**src/rtl/uart_tx_arbiter_if.sv**
```systemverilog
// uart_tx_arbiter_if: byte-source and transmitter bus around the shared UART arbiter.
interface uart_tx_arbiter_if #(
    parameter int NUM_REQ = 4,
    parameter int ID_W    = 2
);
    logic [NUM_REQ-1:0]   req_valid;
    logic [8*NUM_REQ-1:0] req_data;
    logic [NUM_REQ-1:0]   req_last;
    logic [NUM_REQ-1:0]   req_ready;
    logic                 tx_start;
    logic [7:0]           tx_data;
    logic                 tx_busy;
    logic                 tx_done;
    logic [ID_W-1:0]      grant_id;
    logic                 active;
    logic                 timeout_err;
    modport master (
        output req_valid, req_data, req_last, tx_busy, tx_done,
        input  req_ready, tx_start, tx_data, grant_id, active, timeout_err
    );
    modport slave (
        input  req_valid, req_data, req_last, tx_busy, tx_done,
        output req_ready, tx_start, tx_data, grant_id, active, timeout_err
    );
endinterface

```
**src/rtl/uart_tx_arbiter.sv**
```systemverilog
// uart_tx_arbiter: round-robin, frame-locked sharing of one UART transmitter with a watchdog.
module uart_tx_arbiter #(
    parameter int NUM_REQ = 4,
    parameter int ID_W    = 2,
    parameter int TIMEOUT = 2047
) (
    input logic clk,
    input logic rst,
    uart_tx_arbiter_if.slave bus
);
    localparam int VW   = 1 << ID_W;
    localparam int DW   = 8 * VW;
    localparam int WD_W = $clog2(TIMEOUT + 1);
    typedef enum logic [1:0] {IDLE, LOAD, START, WAIT} state_t;
    state_t          state;
    logic [ID_W-1:0] rr_ptr, winner;
    logic [WD_W-1:0] wdog;
    logic [VW-1:0]   vpad, lpad;
    logic [DW-1:0]   dpad;
    logic            lock, last_q, found, abort, hs;
    int              s;
    // Pad the per-source vectors to a power of two so grant_id indexes them exactly.
    assign vpad = VW'(bus.req_valid);
    assign lpad = VW'(bus.req_last);
    assign dpad = DW'(bus.req_data);
    always_comb begin
        winner = '0;
        found  = 1'b0;
        s      = 0;
        for (int k = 1; k <= NUM_REQ; k++) begin
            s = int'(rr_ptr) + k;
            s = (s >= NUM_REQ) ? s - NUM_REQ : s;
            if (!found && vpad[ID_W'(s)]) begin
                winner = ID_W'(s);
                found  = 1'b1;
            end
        end
    end
    assign abort = (state == WAIT || (state == LOAD && lock)) && wdog == WD_W'(TIMEOUT - 1);
    assign hs    = state == LOAD && vpad[bus.grant_id] && !abort;
    assign bus.req_ready = (state == LOAD && !abort) ? NUM_REQ'(vpad & (VW'(1) << bus.grant_id)) : '0;
    assign bus.active    = state != IDLE;
    always_ff @(posedge clk or posedge rst) begin
        if (rst) begin
            state           <= IDLE;
            rr_ptr          <= ID_W'(NUM_REQ - 1);
            lock            <= 1'b0;
            last_q          <= 1'b0;
            wdog            <= '0;
            bus.grant_id    <= '0;
            bus.tx_data     <= '0;
            bus.tx_start    <= 1'b0;
            bus.timeout_err <= 1'b0;
        end else begin
            bus.tx_start    <= 1'b0;
            bus.timeout_err <= 1'b0;
            if (state == WAIT || (state == LOAD && lock))
                wdog <= wdog + 1'b1;
            if (abort) begin
                state           <= IDLE;
                lock            <= 1'b0;
                rr_ptr          <= bus.grant_id;
                wdog            <= '0;
                bus.timeout_err <= 1'b1;
            end else begin
                case (state)
                    IDLE: if (found && !bus.tx_busy) begin
                        bus.grant_id <= winner;
                        state        <= LOAD;
                    end
                    LOAD: if (hs) begin
                        bus.tx_data  <= dpad[{bus.grant_id, 3'b000} +: 8];
                        last_q       <= lpad[bus.grant_id];
                        bus.tx_start <= 1'b1;
                        state        <= START;
                    end else if (!lock) begin
                        state <= IDLE;
                    end
                    START: begin
                        wdog  <= '0;
                        state <= WAIT;
                    end
                    WAIT: if (bus.tx_done) begin
                        lock  <= !last_q;
                        state <= last_q ? IDLE : LOAD;
                        if (last_q)
                            rr_ptr <= bus.grant_id;
                    end
                endcase
            end
        end
    end
endmodule

```
**src/flat_wrapper.sv**
```systemverilog
// flat-port wrapper written by rule: the top's interface ports become plain ports
module uart_tx_arbiter_flat 
#(
    parameter int NUM_REQ = 4,
    parameter int ID_W    = 2,
    parameter int TIMEOUT = 2047
)
  (clk, rst, bus_req_valid, bus_req_data, bus_req_last, bus_tx_busy, bus_tx_done, bus_req_ready, bus_tx_start, bus_tx_data, bus_grant_id, bus_active, bus_timeout_err);
  uart_tx_arbiter_if #(.NUM_REQ(NUM_REQ), .ID_W(ID_W)) bus_i ();
  input logic clk;
  input logic rst;
  input wire logic [$bits(bus_i.req_valid)-1:0] bus_req_valid;
  input wire logic [$bits(bus_i.req_data)-1:0] bus_req_data;
  input wire logic [$bits(bus_i.req_last)-1:0] bus_req_last;
  input wire logic [$bits(bus_i.tx_busy)-1:0] bus_tx_busy;
  input wire logic [$bits(bus_i.tx_done)-1:0] bus_tx_done;
  output wire logic [$bits(bus_i.req_ready)-1:0] bus_req_ready;
  output wire logic [$bits(bus_i.tx_start)-1:0] bus_tx_start;
  output wire logic [$bits(bus_i.tx_data)-1:0] bus_tx_data;
  output wire logic [$bits(bus_i.grant_id)-1:0] bus_grant_id;
  output wire logic [$bits(bus_i.active)-1:0] bus_active;
  output wire logic [$bits(bus_i.timeout_err)-1:0] bus_timeout_err;
  assign bus_i.req_valid = bus_req_valid;
  assign bus_i.req_data = bus_req_data;
  assign bus_i.req_last = bus_req_last;
  assign bus_i.tx_busy = bus_tx_busy;
  assign bus_i.tx_done = bus_tx_done;
  assign bus_req_ready = bus_i.req_ready;
  assign bus_tx_start = bus_i.tx_start;
  assign bus_tx_data = bus_i.tx_data;
  assign bus_grant_id = bus_i.grant_id;
  assign bus_active = bus_i.active;
  assign bus_timeout_err = bus_i.timeout_err;
  uart_tx_arbiter #(.NUM_REQ(NUM_REQ), .ID_W(ID_W), .TIMEOUT(TIMEOUT)) u_core (.clk(clk), .rst(rst), .bus(bus_i));
endmodule
```
**config.mk**
```make
export PLATFORM = sky130hd
export DESIGN_NAME = uart_tx_arbiter_flat
export DESIGN_NICKNAME = d
export VERILOG_FILES = /design/src/rtl/uart_tx_arbiter_if.sv /design/src/rtl/uart_tx_arbiter.sv /design/src/flat_wrapper.sv
export SDC_FILE = /design/constraint.sdc
export NUM_CORES = 1
export LEC_CHECK = 0
export ABC_AREA = 1
export ABC_CLOCK_PERIOD_IN_PS = 3200
export CAP_MARGIN = 20
export CORE_UTILIZATION = 51
export DETAILED_ROUTE_END_ITERATION = 10
export GPL_ROUTABILITY_DRIVEN = 0
export PLACE_DENSITY = 0.95
export SYNTH_ARGS = -nofsm -noshare
export SYNTH_HDL_FRONTEND = slang
export SYNTH_SLANG_ARGS = --single-unit
```
**constraint.sdc**
```tcl
create_clock -name clk -period 3.2 [get_ports clk]
set_input_delay 0.64 -clock clk [delete_from_list [all_inputs] [get_ports clk]]
set_output_delay 0.64 -clock clk [all_outputs]
set_load 0.01 [all_outputs]
```
# ---- Word-level counts from Yosys, hierarchy flattened
# Index checks and enable logic that the tools add are counted.
dict set report word_totals {
  mem_bits_ro 0
  n_memories 0
  ram_bits 0
  regBits 29
  wordCells 115
  latch_bits 0
}
dict set report op_classes {
  shifts 2
  magnitude_cmp 9
  n_reduce_logical 27
  n_mux 50
  n_eq_ne 7
  add_sub_neg 9
  n_div 0
  n_mul 0
  n_bitwise 2
}
# cell count
set ops {}
lappend ops {{2-bit two-way mux} 17}
lappend ops {{11-bit two-way mux} 3}
lappend ops {{32-bit by 6-bit indexed part select with 8-bit output} 1}
lappend ops {{1-bit two-way mux} 22}
lappend ops {{2-bit by 4-bit < comparator with 1-bit output, second input constant} 4}
lappend ops {{1-bit binary-select mux with 2-bit select} 6}
lappend ops {{3-bit AND reduction} 4}
lappend ops {{11-bit by 1-bit adder with 11-bit output, second input constant} 1}
lappend ops {{11-bit == test, second input constant} 1}
lappend ops {{3-bit greater-or-equal comparator, second input constant} 3}
lappend ops {{1-bit logical AND} 9}
lappend ops {{2-bit one-hot mux with 4 select lines} 1}
lappend ops {{2-bit nonzero test} 4}
lappend ops {{2-bit by 1-bit subtractor with 2-bit output, second input constant} 4}
lappend ops {{2-bit by 2-bit adder with 3-bit output, second input constant} 2}
lappend ops {{1-bit logical NOT} 6}
lappend ops {{2-bit by 3-bit adder with 4-bit output, second input constant} 1}
lappend ops {{4-bit AND} 1}
lappend ops {{2-bit == test, second input constant} 2}
lappend ops {{4-bit by 3-bit greater-or-equal comparator with 1-bit output, second input constant} 1}
lappend ops {{4-bit two-way mux} 1}
lappend ops {{4-bit != test, second input constant} 1}
lappend ops {{1-bit by 2-bit << shifter with 4-bit output, first input constant} 1}
lappend ops {{2-bit by 1-bit adder with 3-bit output, second input constant} 1}
lappend ops {{other kinds (9)} 9}

# ---- Depth between registers and ports, before layout
# Gate-level depths: netlist (run 1).
dict set report depth {
  word_depth 20
  mapped_depth 12
}

# ---- Worst setup path after synthesis (run 1)
# Ideal clock, no wire load.
dict set report synth_timing {
  path_kind {register to output}
  startpoint {register u_core.wdog[0]}
  endpoint {output bus_req_ready[2]}
  path_slack_ps 1335
  required_ps 2560
  n_path_buf 0
  path_stages_with_launch 8
  arrival_ps 1225
  path_cell_list {dfrtp_1 > inv_1 > ha_1 > inv_1 > nor2_1 > nand4_1 > nand2_2 > nor3_1}
}
dict set report synth_between {
  elab_chain_len 5
}
# item line_no
set synth_rtl {}
lappend synth_rtl {{start, declared} uart_tx_arbiter.sv:17} ;# logic [WD_W-1:0] wdog;
lappend synth_rtl {{start signal, assigned} uart_tx_arbiter.sv:58} ;# wdog <= wdog + 1'b1;
lappend synth_rtl {{11-bit == test} uart_tx_arbiter.sv:39} ;# assign abort = (state == WAIT || (state == LOAD && lock)) && wdog == WD_W'(TIMEOUT - 1);
lappend synth_rtl {{1-bit logical AND} uart_tx_arbiter.sv:39}
lappend synth_rtl {{1-bit logical NOT} uart_tx_arbiter.sv:41} ;# assign bus.req_ready = (state == LOAD && !abort) ? NUM_REQ'(vpad & (VW'(1) << bus.grant_id)) : '0;
lappend synth_rtl {{1-bit logical AND} uart_tx_arbiter.sv:41}
lappend synth_rtl {{4-bit two-way mux} uart_tx_arbiter.sv:41}
lappend synth_rtl {{end, declared} flat_wrapper.sv:17} ;# output wire logic [$bits(bus_i.req_ready)-1:0] bus_req_ready;
# Every way passes these cells.

# ---- Final worst setup path (run 1)
dict set report layout_timing {
  startpoint {register u_core.bus.grant_id[1]}
  endpoint {output bus_req_ready[3]}
}
dict set report layout_between {
  elab_chain_len 3
}
# item line_no
set layout_rtl {}
lappend layout_rtl {{start, declared} uart_tx_arbiter_if.sv:23} ;# output req_ready, tx_start, tx_data, grant_id, active, timeout_err
lappend layout_rtl {{start signal, assigned} uart_tx_arbiter.sv:68} ;# bus.grant_id <= winner;
lappend layout_rtl {{1-bit by 2-bit << shifter with 4-bit output} uart_tx_arbiter.sv:41}
lappend layout_rtl {{4-bit AND} uart_tx_arbiter.sv:41}
lappend layout_rtl {{4-bit two-way mux} uart_tx_arbiter.sv:41}
# Every way passes these cells.

==> run metrics, run 1 <==
Placement Rows 22; # diodes 0; VDD IR-drop max 0.5106 mV; FF+latch area approximately 730 um2; crit path launch type register; status completed; Reg2Reg Depth 7; Buffers on Ports 60; Final Instance Area 0.002789 mm2; Seq/Total Area, Yosys 35.23%; Area Overhead vs Synth 34.93%; Skew-Pair Late Insertion Delay between 0.2 and 0.3 ns; maximum number of pins on one net before global-route repair 30; Fmax 355.0 MHz; wire length per cell between 10 and 15 um; Starting Density 54.81%; Mapped Nets 343; worst-path fanout max 25; Final Hold Fails 0; flops & latches, synth 29; GRT overflow 0; Starting DRT DRC Count 183; critical path data required time 2.56 ns; I/O pin count 61; Critical Path AT around 2.2 ns; Max Cap Viol 0; post-cts sizing count 0; CTS tree built; initial antenna violation count 0; via count 2229; top cells by area, synth dfrtp_1 (33%), nand2_1 (17%), nand3_1 (9.7%), nand4_1 (5.1%), inv_1 (4.7%); Routed Antenna Nets 0; Total GRT Usage between 20% and 30%; area of the multi-input gates around 0.0011 mm2; vias in the first global route around 2200; final hold slack about 0.48 ns; Placed Area between 0.002 and 0.003 mm2; RSZ-0062 raised after global routing no; dpl hpwl 3.982 mm; final setup fails 0; top-area cell type share of the netlist area 32.69%; clock tree buffer depth 2; TritonRoute pass-1 iters 4; die width roughly 66 um; Cells after DPL 397; Worst-Margin Slew 0.8895 ns; number of synthesis warnings 0; Worst Skew 0.01028 ns; layout cells sized above 1 roughly a tenth; DRC errors left 0; Layout fillers 249; Total Die Area about 0.0043 mm2; LEAKAGE around 1.3 nW; cell area after synthesis 0.002067 mm2; Pins Over Slew Limit 0; setup tns final 0 ns; post-synth cell types 35; hold buffers post-CTS 0; hold depth 2; drt via density around 5.5; Setup Buffers After CTS 0; share of the clock period used by the worst path 88.02%; Final #Nets 402; cell taking the most area after synthesis dfrtp_1; core area approximately 0.0038 mm2; Cell Pwr Density a little over 800 mW/mm2; H-Tree Depth 2; critical path class reg -> out; first-pass GRT wire length between 9 and 10 mm; TritonCTS Buffers 5; CTS root buf clkbuf_8; fin crit period around 2.8 ns; Sink Count 29; HP Class reg -> reg; Slew headroom 40.70%; mean area per synthesized cell 6.960 um2; Routed WL 5.400 mm; Syn Inst Count around 300; Die Span Y 65.66 um; fin cells 405; clk slew on worst S/H paths around 0.07 ns; Worst setup EP type output pin
-- sequential cells by signal, summed over array words and instances, names as in the netlist --
register,flops
u_core.wdog,11
u_core.lock,1
u_core.bus.tx_data,8
u_core.rr_ptr,2
u_core.state,2
u_core.bus.grant_id,2
u_core.last_q,1
u_core.bus.timeout_err,1
u_core.bus.tx_start,1
-- final cells by class --
type | instances | share of cell area (%)
tap | 48 | 2.153
multi-input combinational | 224 | 40.74
clock buffer | 7 | 3.096
sequential | 29 | 26.11
inverter | 34 | 4.755
timing repair buffer | 62 | 22.07
clock inverter | 1 | 1.077
-- worst paths after layout --
path	slack (ns)	to	from
max reg2reg	0.98	u_core.state[1]	u_core.bus.grant_id[1]
min	0.48	u_core.bus.tx_data[1]	u_core.bus.tx_data[1]
min reg2reg	0.48	u_core.bus.tx_data[1]	u_core.bus.tx_data[1]
min in group asynchronous	0.71	u_core.bus.tx_start	rst
max in group asynchronous	2.17	u_core.rr_ptr[0]	rst
max	0.38	bus_req_ready[3]	u_core.bus.grant_id[1]
-- critical path, cell delays in order (launching register included) --
cell             delay, ns
dfrtp_1               0.92
nand2_1               0.16
nor3_1                0.23
clkdlybuf4s50_1       0.57
-- layout by cell type, fill, tap and decap left out --
master and n:
o21ai_2 4, inv_1 26, a21oi_1 9, o21ai_4 1, o21ai_0 7, nand2_2 4, nand3_1 40, xor2_1 1
a41oi_1 1, nor2_4 1, nor2_2 1, clkdlybuf4s50_1 60, or2_4 1, nor3_2 1, o21ai_1 1, a31oi_1 1
clkbuf_1 1, dfstp_2 2, nor3_1 7, buf_4 2, inv_2 6, inv_4 2, nand3b_1 1, clkbuf_8 6
ha_1 2, bufinv_16 1, nand4_4 1, nor3b_1 1, and3_1 1, nor2_8 2, dfrtp_1 27, nand3_2 3
nor2_1 21, nand2_1 95, nand4_1 17
-- metal layers --
layer	GRT usage (%)	part of all wire (%)
met1	28.82	38
met2	51.15	53
met3	9.722	7.4
met4	10.05	1.4
met5	0	0
-- stage by stage --
stage               util (%)  power (mW)  setup WS (ns)
finish                 73.95       2.292         0.3834
global route           73.95       2.490         0.1967
CTS                    73.95       2.292         0.3848
detailed placement     70.87       1.885         0.5775
global placement       70.87       1.832         0.6305
floorplan                  -       1.528          1.335
-- where the power goes --
part / switching (mW) / internal, mW / leakage [nW]
Combinational: 0.739 / 0.484 / 0.887
Clock: 0.139 / 0.254 / 0.0585
Sequential: 0.176 / 0.500 / 0.371
-- cell families after synthesis --
kind of cell,count (synthesis),synth area share (%)
adder cells (fa/ha/maj),2,1.210
buffers and inverters,44,9.806
flip-flops,29,35.23
AO/OA/AOI/OAI,24,7.324
AND/OR/NAND/NOR,197,46.01
XOR/XNOR,1,0.4238
-- synth_stat cells --
library cell and n:
a21oi_1 9, a31oi_1 1, a41oi_1 1, and3_1 1, buf_1 1, buf_2 2, buf_4 4, buf_6 2
clkbuf_1 1, dfrtp_1 27, dfstp_2 2, ha_1 2, inv_1 26, inv_2 6, inv_4 2, nand2_1 95
nand2_2 4, nand3_1 40, nand3_2 3, nand3b_1 1, nand4_1 17, nand4_4 1, nor2_1 21, nor2_2 1
nor2_4 1, nor2_8 2, nor3_1 7, nor3_2 1, nor3b_1 1, o21ai_0 7, o21ai_1 1, o21ai_2 4
o21ai_4 1, or2_4 1, xor2_1 1
Note: power is estimated with default switching activity, not from simulation.
==> run 2, diff against run 1 <==
Settings changed: HOLD_SLACK_MARGIN from default to 0.15.
==> results of run 2 <==
The final DEF is identical to that of run 1; final timing and power are the same.
==> run 3, diff against run 2 <==
Settings changed: RECOVER_POWER from default to 100.
==> run 3 against run 2 <==
Routed wire length increased by 0.87%. Cell count unchanged. Largest cell class unchanged. Power decreased by 3.0%. Sequential share of layout area increased by 0.43 points. Highest routed layer unchanged. Register-to-register slack worse by 0.42 ns. The flow now finishes with violations (capacitance limit, slew limit). Sequential cell count is the same. Utilization is 1.2 points lower. Count of clock-buffer cells in the layout unchanged. Via count shrank 1.1%.
==> run metrics, run 3 (synthesis gave the netlist of run 1 again) <==
status finished with violations; failing checks capacitance limit, slew limit; Sink Count 29; Final Instance Area 0.002744 mm2; fin cells 405; Layout fillers 259; Critical Path AT 2.22 ns; VDD IR-drop max 0.4960 mV; initial antenna violation count 0; via count 2204; clk slew on worst S/H paths 0.07 ns; Fmax 349.5 MHz; HP Class reg -> reg; Worst Skew between 0.01 and 0.015 ns; CTS root buf clkbuf_8; CTS tree built; area of the multi-input gates 0.001095 mm2; Routed WL 5.447 mm; core area 0.003771 mm2; Worst setup EP type output pin; dpl hpwl 3.982 mm; vias in the first global route around 2200; Routed Antenna Nets 0; Cell Pwr Density about 800 mW/mm2; Die Span Y 65.66 um; drt via density 5.442; most frequent cells in the layout nand2_1 (96), clkdlybuf4s50_1 (44), nand3_1 (42), inv_1 (28), dfrtp_1 (27); final setup fails 0; Starting Density between 50 and 60%; Pins Over Slew Limit 30; Power, Total 2.225 mW; hold buffers post-CTS 0; Total Die Area 0.004311 mm2; Setup Buffers After CTS 0; Max Cap Viol 1; Cells after DPL 397; H-Tree Depth 2; first-pass GRT wire length 9.183 mm; Area Overhead vs Synth 32.75%; critical path class reg -> out; worst-path fanout max 25; clock tree buffer depth 2; post-cts sizing count 0; Biggest register u_core.wdog; Starting DRT DRC Count between 150 and 200; maximum number of pins on one net before global-route repair 30; I/O pin count 61; TritonCTS Buffers 5; DRC errors left 0; crit path launch type register; setup tns final 0 ns; Buffers on Ports 60; FF+latch area ~730 um2; Total GRT Usage 27.91%; Placed Area 0.002673 mm2; most common cell after layout, fill and taps aside nand2_1; # diodes 0; TritonRoute pass-1 iters 5; max reg flops 11; critical path data required time around 2.6 ns; Placement Rows 22; biggest registers after layout u_core.wdog (11), u_core.bus.tx_data (8); share of the clock period used by the worst path 89.42%; final hold slack 0.4709 ns; Worst-Margin Slew 1.568 ns; Final #Nets 402; fin crit period between 2 and 3 ns; Final Hold Fails 0; layout cells sized above 1 7.563%; LEAKAGE 1.329 nW; Skew-Pair Late Insertion Delay 0.28 ns; RSZ-0062 raised after global routing no; wire length per cell 13.45 um; Slew headroom -4.516%; die width 65.66 um; GRT overflow 0
-- run 3: path summary, 6_finish.rpt --
| kind | startpoint | to | slack [ns] | cells past startpoint |
|---|---|---|---|---|
| worst min-delay path | u_core.bus.tx_data[1] | u_core.bus.tx_data[1] | 0.47 | 2 |
| worst min register to register | u_core.bus.tx_data[1] | u_core.bus.tx_data[1] | 0.47 | 2 |
| worst max register to register | u_core.bus.grant_id[1] | u_core.bus.tx_data[3] | 0.56 | 8 |
| min in group asynchronous | rst | u_core.wdog[4] | 1.33 | 3 |
| worst max-delay path | u_core.bus.grant_id[1] | bus_req_ready[3] | 0.34 | 3 |
| max in group asynchronous | rst | u_core.wdog[0] | 0.95 | 3 |
-- run 3: stage by stage --
| stage | utilization (%) | worst slack [ns] |
|---|---|---|
| 3_3_place_gp | 70.87 | 0.6305 |
| 2_1_floorplan | - | 1.335 |
| 3_5_place_dp | 70.87 | 0.5775 |
| 4_1_cts | 73.95 | 0.3848 |
| 6_report | 72.76 | 0.3387 |
| 5_1_grt | 72.76 | 0.1540 |
-- run 3: power by group --
| group | internal, mW | switching, mW | total, mW |
|---|---|---|---|
| logic | 0.444 | 0.716 | 1.16 |
| clock network | 0.254 | 0.139 | 0.392 |
| registers | 0.500 | 0.173 | 0.673 |
-- run 3: final cells by class --
type	count	area share [%]
multi-input cells	224	39.90
flip-flops and latches	29	26.54
inverters	34	4.834
clock inverters	1	1.094
well taps	48	2.189
repair buffers	62	22.30
clock buffers	7	3.146
-- run 3: critical path, cell delays in order (launching register included) --
cell           delay [ns]
dfrtp_1              0.92
nand2_1              0.17
nor3_1               0.22
dlygate4sd3_1        0.63
-- run 3: per-layer routing --
layer	vias up	wire, um	global-route usage, %
met5	-	0	0
met4	0	63	10.05
met3	6	366	9.722
met2	86	2919	51.15
met1	1019	2098	28.82
li1	1093	-	-
